File: src/rtl/fish_pkg.sv
// fish_pkg: shared definitions for the fish sprite controller.
//   - FSM state encoding (IDLE, SWIM_R, SWIM_L, HOOKED)
//   - sprite geometry (32 x 16) and the transparent background colour
//   - coordinate width used for pixel and position values
package fish_pkg;

  localparam int COORD_W = 10;
  typedef logic [COORD_W-1:0] coord_t;

  localparam int SPRITE_W = 32;
  localparam int SPRITE_H = 16;

  // ROM art uses pure white as the see-through background.
  localparam logic [11:0] TRANSPARENT = 12'hFFF;

  localparam logic [1:0] ST_IDLE   = 2'd0;
  localparam logic [1:0] ST_SWIM_R = 2'd1;
  localparam logic [1:0] ST_SWIM_L = 2'd2;
  localparam logic [1:0] ST_HOOKED = 2'd3;

endpackage

File: src/rtl/fish_motion_fsm.sv
// fish_motion_fsm: owns the fish state and sprite position.
// Ports:
//   clk, reset        - clock, synchronous active-high reset
//   enable            - game running; low returns to IDLE with respawn position
//   caught            - one-cycle pulse, hook touched the fish
//   frame_tick        - one-cycle pulse per frame; all motion happens on it
//   state             - current FSM state (fish_pkg ST_* encoding)
//   fish_x, fish_y    - sprite top-left corner
module fish_motion_fsm
  import fish_pkg::*;
#(
  parameter coord_t     X_MIN     = 10'd0,
  parameter coord_t     X_MAX     = 10'd608,
  parameter coord_t     Y_START   = 10'd240,
  parameter coord_t     Y_SURFACE = 10'd32,
  parameter logic [3:0] SPEED     = 4'd2
) (
  input  logic       clk,
  input  logic       reset,
  input  logic       enable,
  input  logic       caught,
  input  logic       frame_tick,
  output logic [1:0] state,
  output coord_t     fish_x,
  output coord_t     fish_y
);

  localparam coord_t STEP = coord_t'(SPEED);

  // One extra bit so the right-edge test cannot wrap near the top of range.
  logic [COORD_W:0] x_fwd;
  assign x_fwd = {1'b0, fish_x} + {1'b0, STEP};

  always_ff @(posedge clk) begin
    if (reset || !enable) begin
      state  <= ST_IDLE;
      fish_x <= X_MIN;
      fish_y <= Y_START;
    end else begin
      case (state)
        ST_IDLE: begin
          // The launching tick already counts as the first move.
          if (frame_tick) begin
            state  <= ST_SWIM_R;
            fish_x <= X_MIN + STEP;
          end
        end
        ST_SWIM_R: begin
          // caught outranks frame_tick: the fish freezes where it is.
          if (caught) begin
            state <= ST_HOOKED;
          end else if (frame_tick) begin
            if (x_fwd >= {1'b0, X_MAX}) begin
              fish_x <= X_MAX;
              state  <= ST_SWIM_L;
            end else begin
              fish_x <= x_fwd[COORD_W-1:0];
            end
          end
        end
        ST_SWIM_L: begin
          if (caught) begin
            state <= ST_HOOKED;
          end else if (frame_tick) begin
            // Clamp before subtracting so fish_x never underflows.
            if (fish_x <= X_MIN + STEP) begin
              fish_x <= X_MIN;
              state  <= ST_SWIM_R;
            end else begin
              fish_x <= fish_x - STEP;
            end
          end
        end
        ST_HOOKED: begin
          if (frame_tick) begin
            if (fish_y <= Y_SURFACE + STEP) begin
              state  <= ST_IDLE;
              fish_x <= X_MIN;
              fish_y <= Y_START;
            end else begin
              fish_y <= fish_y - STEP;
            end
          end
        end
        default: begin
          state  <= ST_IDLE;
          fish_x <= X_MIN;
          fish_y <= Y_START;
        end
      endcase
    end
  end

endmodule

File: src/rtl/fish_sprite_ctrl.sv
// fish_sprite_ctrl: fish sprite sequencer for the VGA pixel pipeline.
// Ports:
//   clk, reset          - clock, synchronous active-high reset
//   enable, caught      - game running flag, hook-hit pulse
//   frame_tick          - one pulse per frame (start of vblank)
//   video_on, x, y      - active-video flag and current pixel coordinate
//   rom_row, rom_col    - combinational address to the external 32x16 ROM
//   rom_data            - ROM colour, valid one cycle after the address
//   fish_on, rgb        - registered opaque-pixel flag and colour
//   fish_x, fish_y      - sprite top-left corner
//   state               - motion FSM state
// Pixel outputs lag x/y by two cycles: stage 1 runs beside the ROM's own
// address register, stage 2 gates the returned colour.
module fish_sprite_ctrl
  import fish_pkg::*;
#(
  parameter coord_t     X_MIN     = 10'd0,
  parameter coord_t     X_MAX     = 10'd608,
  parameter coord_t     Y_START   = 10'd240,
  parameter coord_t     Y_SURFACE = 10'd32,
  parameter logic [3:0] SPEED     = 4'd2
) (
  input  logic        clk,
  input  logic        reset,
  input  logic        enable,
  input  logic        caught,
  input  logic        frame_tick,
  input  logic        video_on,
  input  logic [9:0]  x,
  input  logic [9:0]  y,
  output logic [3:0]  rom_row,
  output logic [4:0]  rom_col,
  input  logic [11:0] rom_data,
  output logic        fish_on,
  output logic [11:0] rgb,
  output logic [9:0]  fish_x,
  output logic [9:0]  fish_y,
  output logic [1:0]  state
);

  fish_motion_fsm #(
    .X_MIN     (X_MIN),
    .X_MAX     (X_MAX),
    .Y_START   (Y_START),
    .Y_SURFACE (Y_SURFACE),
    .SPEED     (SPEED)
  ) u_motion (
    .clk        (clk),
    .reset      (reset),
    .enable     (enable),
    .caught     (caught),
    .frame_tick (frame_tick),
    .state      (state),
    .fish_x     (fish_x),
    .fish_y     (fish_y)
  );

  // Stage 0: box test and ROM addressing.
  coord_t dx;
  coord_t dy;
  logic   in_box;

  assign dx = x - fish_x;
  assign dy = y - fish_y;

  // The x >= fish_x terms reject pixels left/above the sprite, where the
  // unsigned difference would wrap to a large value anyway.
  assign in_box = (x >= fish_x) && (dx < coord_t'(SPRITE_W)) &&
                  (y >= fish_y) && (dy < coord_t'(SPRITE_H));

  assign rom_row = dy[3:0];
  // ROM art faces left, so mirror it whenever the fish is not swimming left.
  assign rom_col = (state == ST_SWIM_L) ? dx[4:0] : (5'd31 - dx[4:0]);

  // Stage 1 flags, aligned with the ROM output.
  logic in_box_d;
  logic video_on_d;
  logic pix_on;

  assign pix_on = in_box_d && video_on_d && (state != ST_IDLE) &&
                  (rom_data != TRANSPARENT);

  always_ff @(posedge clk) begin
    if (reset) begin
      in_box_d   <= 1'b0;
      video_on_d <= 1'b0;
      fish_on    <= 1'b0;
      rgb        <= 12'h000;
    end else begin
      in_box_d   <= in_box;
      video_on_d <= video_on;
      fish_on    <= pix_on;
      rgb        <= pix_on ? rom_data : 12'h000;
    end
  end

endmodule

File: config.mk
export PLATFORM = sky130hd
export DESIGN_NAME = fish_sprite_ctrl
export DESIGN_NICKNAME = d
export VERILOG_FILES = /design/src/rtl/fish_pkg.sv /design/src/rtl/fish_motion_fsm.sv /design/src/rtl/fish_sprite_ctrl.sv
export SDC_FILE = /design/constraint.sdc
export NUM_CORES = 1
export LEC_CHECK = 0
export ABC_CLOCK_PERIOD_IN_PS = 6500
export CAP_MARGIN = 20
export CORE_ASPECT_RATIO = 0.9
export CORE_MARGIN = 1.5
export CORE_UTILIZATION = 53
export CTS_CLUSTER_DIAMETER = 40
export DETAILED_ROUTE_END_ITERATION = 16
export GPL_ROUTABILITY_DRIVEN = 0
export PLACE_DENSITY = 0.9
export SLEW_MARGIN = 25
export SYNTH_ARGS = -nofsm -noshare
export SYNTH_HDL_FRONTEND = slang
export SYNTH_SLANG_ARGS = --single-unit
File: constraint.sdc
create_clock -name clk -period 6.5 [get_ports clk]
set_input_delay 0.65 -clock clk [delete_from_list [all_inputs] [get_ports clk]]
set_output_delay 0.65 -clock clk [all_outputs]
set_load 0.005 [all_outputs]
; Word-level counts from Yosys, hierarchy flattened
; Cells that the tools add are included.
[word_totals]
reg_bits = 37
output_inout_bits = 44
[op_classes]
magnitude_cmp = 7
bitwise_logic = 1
reduce_logical = 14
muxes = 22
n_eq_ne = 15
n_addsub = 6
[ops]
columns = op, count
row1 = $mux 10, 10
row2 = $pmux 10 s4, 1
row3 = $ge 10x10->1, 2
row4 = $sub 10x10->10, 2
row5 = $sub 10x2->10 const B, 2
row6 = $mux 2, 9
row7 = $reduce_and 7->1, 2
row8 = $ne 12x12->1 const B, 1
row9 = $ne 2x2->1 const B, 6
row10 = $add 10x2->11 const B, 1
row11 = $ge 11x10->1 const B, 1
row12 = $le 10x2->1 const B, 1
row13 = $le 10x6->1 const B, 1
row14 = $lt 10x5->1 const B, 1
row15 = $lt 10x6->1 const B, 1
row16 = $pmux 2 s4, 1
row17 = $logic_and 1x1->1, 6
row18 = $ne 3x2->1 const B, 2
row19 = $ne 3x3->1 const B, 2
row20 = $mux 5, 1
row21 = $sub 5x5->5 const A, 1
row22 = $eq 2x2->1 const B, 2
row23 = $eq 2x1->1 const B, 1
row24 = $logic_not 2->1, 1
row25 = other kinds (7), 7

; Logic depth before layout (Yosys ltp)
[depth]
word_depth = 6
ltp_mapped = 9
mapped_depth_nobuf = 8

; Cells and area by module
; Synthesis repeated with hierarchy kept, for this count alone.
[hier_totals]
cells_unflattened = 398
hier_area_um2 = 3108.0
[modules_own_cells]
columns = mod, area_each_um2, seq_area_each_um2, n_inst, cells_each
row1 = fish_motion_fsm, 1634.1, 400.4, 1, 214
row2 = fish_sprite_ctrl, 1473.9, 300.3, 1, 184

; Worst setup path after synthesis
; OpenSTA, ideal clock, no wires.
[synth_timing]
kind = input -> output
startpoint = input x[1]
endpoint = output rom_col[4]
cell_stages = 5
path_slack_ns = 4.144
t_arrival_ns = 1.706
t_required_ns = 5.850
path_buffers = 0
cell_sequence = inv_1 > fa_1 > nand2b_1 > a21oi_1 > xnor2_1
[synth_via]
elab_chain_cells = 3
[synth_lines]
columns = item, line_no
row1 = from (decl), fish_sprite_ctrl.sv:29  ; input logic [9:0] x,
row2 = $sub 10x10->10 (*), fish_sprite_ctrl.sv:63  ; assign dx = x - fish_x;
row3 = $sub 5x5->5, fish_sprite_ctrl.sv:73  ; assign rom_col = (state == ST_SWIM_L) ? dx[4:0] : (5'd31 - dx[4:0]);
row4 = $mux 5 (*), fish_sprite_ctrl.sv:73
row5 = to (decl), fish_sprite_ctrl.sv:32  ; output logic [4:0] rom_col,
; Every way passes the cells marked *; elsewhere a longest branch is shown, timed or not.

; Worst setup path after layout
; Same ends and word-level chain as after synthesis.

==> metrics.md <==
| Metric | Value |
|---|---|
| WHS Path Cells | `2` |
| Die H | `73.9 um` |
| Core ar. | `0.00532 mm2` |
| Dominant cell type by area after synthesis | `dfxtp_1` |
| Largest net degree at the start of global routing | `17` |
| Via count | `3065` |
| Wirelength per Cell | `15.1 um` |
| Worst hold path type | `flop to flop` |
| Most frequent cells after synthesis | `dfxtp_1 (35), inv_1 (31), a21oi_1 (29)` |
| Crit-path slowest cell | `clkdlybuf4s50_1` |
| Setup crit end kind | `output port` |
| Status | `finished, final reports clean` |
| Area delta synth->final | `30.0%` |
| First drt pass iteration count | `5` |
| Post-DP HPWL | `6070 um` |
| Antenna diodes | `0` |
| IO buf count | `77` |
| Fin. Hold Viols | `0` |
| Clock slew at reported path FFs | `0.08 ns` |
| Yosys Warn Count | `0` |
| Max Clock Skew | `0.00996 ns` |
| Detailed Route WL | `7860 um` |
| Critical path class | `primary input to output port` |
| Syn avg cell area | `7.70 um2` |
| Crit path largest cell delay | `0.52 ns` |
| Max-cap violations | `0` |
| Top cell type's share of synthesized area | `23.7%` |
| Root Buffer | `clkbuf_8` |
| Cell count after synthesis | `384` |
| Initial antenna violation count | `0` |
| Fraction of layout cells with a size suffix above 1 | `3.97%` |
| Tightest Pin Transition | `0.835 ns` |
| Seq/Total Area, Yosys | `23.7%` |
| Register bit total from synthesis | `35` |
| Final max-slew violation count | `0` |
| PD cells | `142 mW/mm2` |
| Post-CTS Hold Buffers | `0` |
| Gr usage total | `26.7%` |
| Most used cell, CP | `clkdlybuf4s50_1` |
| FP Rows | `25` |
| Horiz. Die Dim | `81.7 um` |
| Worst-Skew Late Latency | `0.29 ns` |
| Top FF cell, synth | `dfxtp_1` |
| Pre-CTS setup slack | `3.02 ns` |
| Initial Util | `55.6%` |
| Vias per std cell | `5.89` |
| VDD IR-drop max | `0.180 mV` |
| Required @ worst endpoint | `5.85 ns` |
| DRC Markers | `0` |
| Final worst-path setup slack | `3.00 ns` |
| Top cells by area, synth | `dfxtp_1 (24%), ha_1 (9.3%), xnor2_1 (6.2%), a21oi_1 (4.9%), o21ai_0 (4.2%)` |
| Die area | `0.00604 mm2` |
| Ys async rst share | `0%` |
| Vias in the first global route | `2856` |
| Finished Core Util | `72.3%` |
| # setup viols final | `0` |
| Highest clock rate | `286 MHz` |
| Critical Path AT | `2.85 ns` |
| Most common cell in the netlist | `dfxtp_1` |
| Post_cts resized | `0` |
| Iter 0 DRT Violations | `238` |
| Post-layout nets | `514` |
| IO Pins | `82` |
| Postcts setup bufs | `0` |
| CTS tree | `yes` |
| P_leak | `1.42 nW` |
| CP Launch Type | `primary input` |
| Post-Syn Area | `0.00296 mm2` |
| GRT overflow | `0` |
| CTS Buf Count | `5` |
| EDFF count, synth | `0` |
| Final hold slack | `0.569 ns` |
| Slew headroom | `44.0%` |
| Min cycle time layout | `3.50 ns` |
| Post-synth cell types | `58` |
| Clk sinks | `35` |
| CTS Buffer Depth | `2` |
| Crit-path cells | `clkdlybuf4s50_1 -> inv_1 -> fa_1 -> nand2b_1 -> a21oi_1 -> xnor2_1 -> clkdlybuf4s50_1` |
| RSZ-0062 raised after global routing | `no` |
| Global-route wire length before repair | `12700 um` |
| Setup TNS Final | `0 ns` |
| Max Fanout on Critical Path | `5` |
| Post-route ant nets | `0` |
| CTS H-tree depth | `2` |
| Worst r2r path cells | `7` |
| Tcrit/Tclk final | `53.9%` |
## stage by stage
step                      power, mW  std cells  cell area [um2]
final                         0.546        520             3840
after global placement        0.341        512             3730
after detailed placement      0.344        512             3730
after global routing          0.570        520             3840
after floorplan               0.293        387             2970
after CTS                     0.547        520             3840
## cell type report
class                           instances  area [um2]
Clock inverter                          3        47.5
Tap cell                               67        83.8
Fill cell                             407        1480
Clock buffer                            5        68.8
Timing Repair Buffer                   78         778
Multi-Input combinational cell        300        2040
Sequential cell                        35         701
Inverter                               32         120
## layout by cell type, fill, tap and decap left out, types with 3 or more instances in the layout
cell type        synthesis  final
nand4_1                 17     17
a211oi_1                 4      4
nand2b_1                 7      7
a31oi_1                  6      6
clkdlybuf4s50_1          0     77
nor2_1                  24     24
nand2_1                 25     25
ha_1                    22     22
and3_1                   5      5
mux2i_1                  6      6
dfxtp_1                 35     35
conb_1                   1      4
nor3_1                  12     12
clkbuf_8                 0      5
or3_1                    3      3
o21bai_1                 4      4
and2_1                  16     16
a41oi_1                  3      3
o21a_1                   5      5
o21ai_0                 25     25
nor2b_1                  8      8
a21oi_1                 29     29
nand3_1                  8      8
xnor2_1                 21     21
o2bb2ai_1                3      3
inv_1                   31     31
a32o_1                   3      3
nor4_1                   8      8
## logic make-up (layout without fill, tap and decap cells)
kind of cell	count (synthesis)	count (layout)	synth area share, %
and+or+nand+nor	144	144	26.7
adders and majority gates	24	24	10.7
buffers and inverters	52	118	7.58
AOI/OAI and AO/OA	100	100	22.6
xor gates and xnor gates	21	21	6.22
other	1	4	0.127
muxes	7	7	2.41
DFF	35	35	23.7
## flip-flops by register name (all words and copies together) (netlist names)
signal / flops
u_motion.fish_y: 9
u_motion.fish_x: 9
u_motion.state: 2
rgb: 12
fish_on: 1
in_box_d: 1
video_on_d: 1
## report_power, final
| group | internal (mW) | switching [mW] |
|---|---|---|
| Combinational | 0.0654 | 0.0567 |
| Sequential | 0.216 | 0.00367 |
| Clock | 0.116 | 0.0882 |
| Total | 0.397 | 0.149 |
## worst paths after layout
| path | startpoint | endpoint | slack, ns |
|---|---|---|---|
| min reg2reg | u_motion.fish_y[1] | u_motion.fish_y[1] | 0.57 |
| max reg2reg | u_motion.fish_x[6] | in_box_d | 3.89 |
| max | x[1] | rom_col[4] | 3.00 |
| min | u_motion.fish_y[1] | u_motion.fish_y[1] | 0.57 |
## critical path, delay by kind of cell
family	cells	cell delay, ns
compound gates	1	0.34
xor+xnor	1	0.17
fa+ha+maj	1	0.45
buf+inv	3	1.07
simple gates	1	0.17
## routing by layer
| metal | global-route usage (%) | share of wire [%] |
|---|---|---|
| met1 | 34.9 | 44 |
| met2 | 45.1 | 47 |
| met3 | 5.47 | 8.6 |
| met4 | 6.03 | 0.83 |
| met5 | 0 | 0 |
Power figures use the tool's default switching activity.
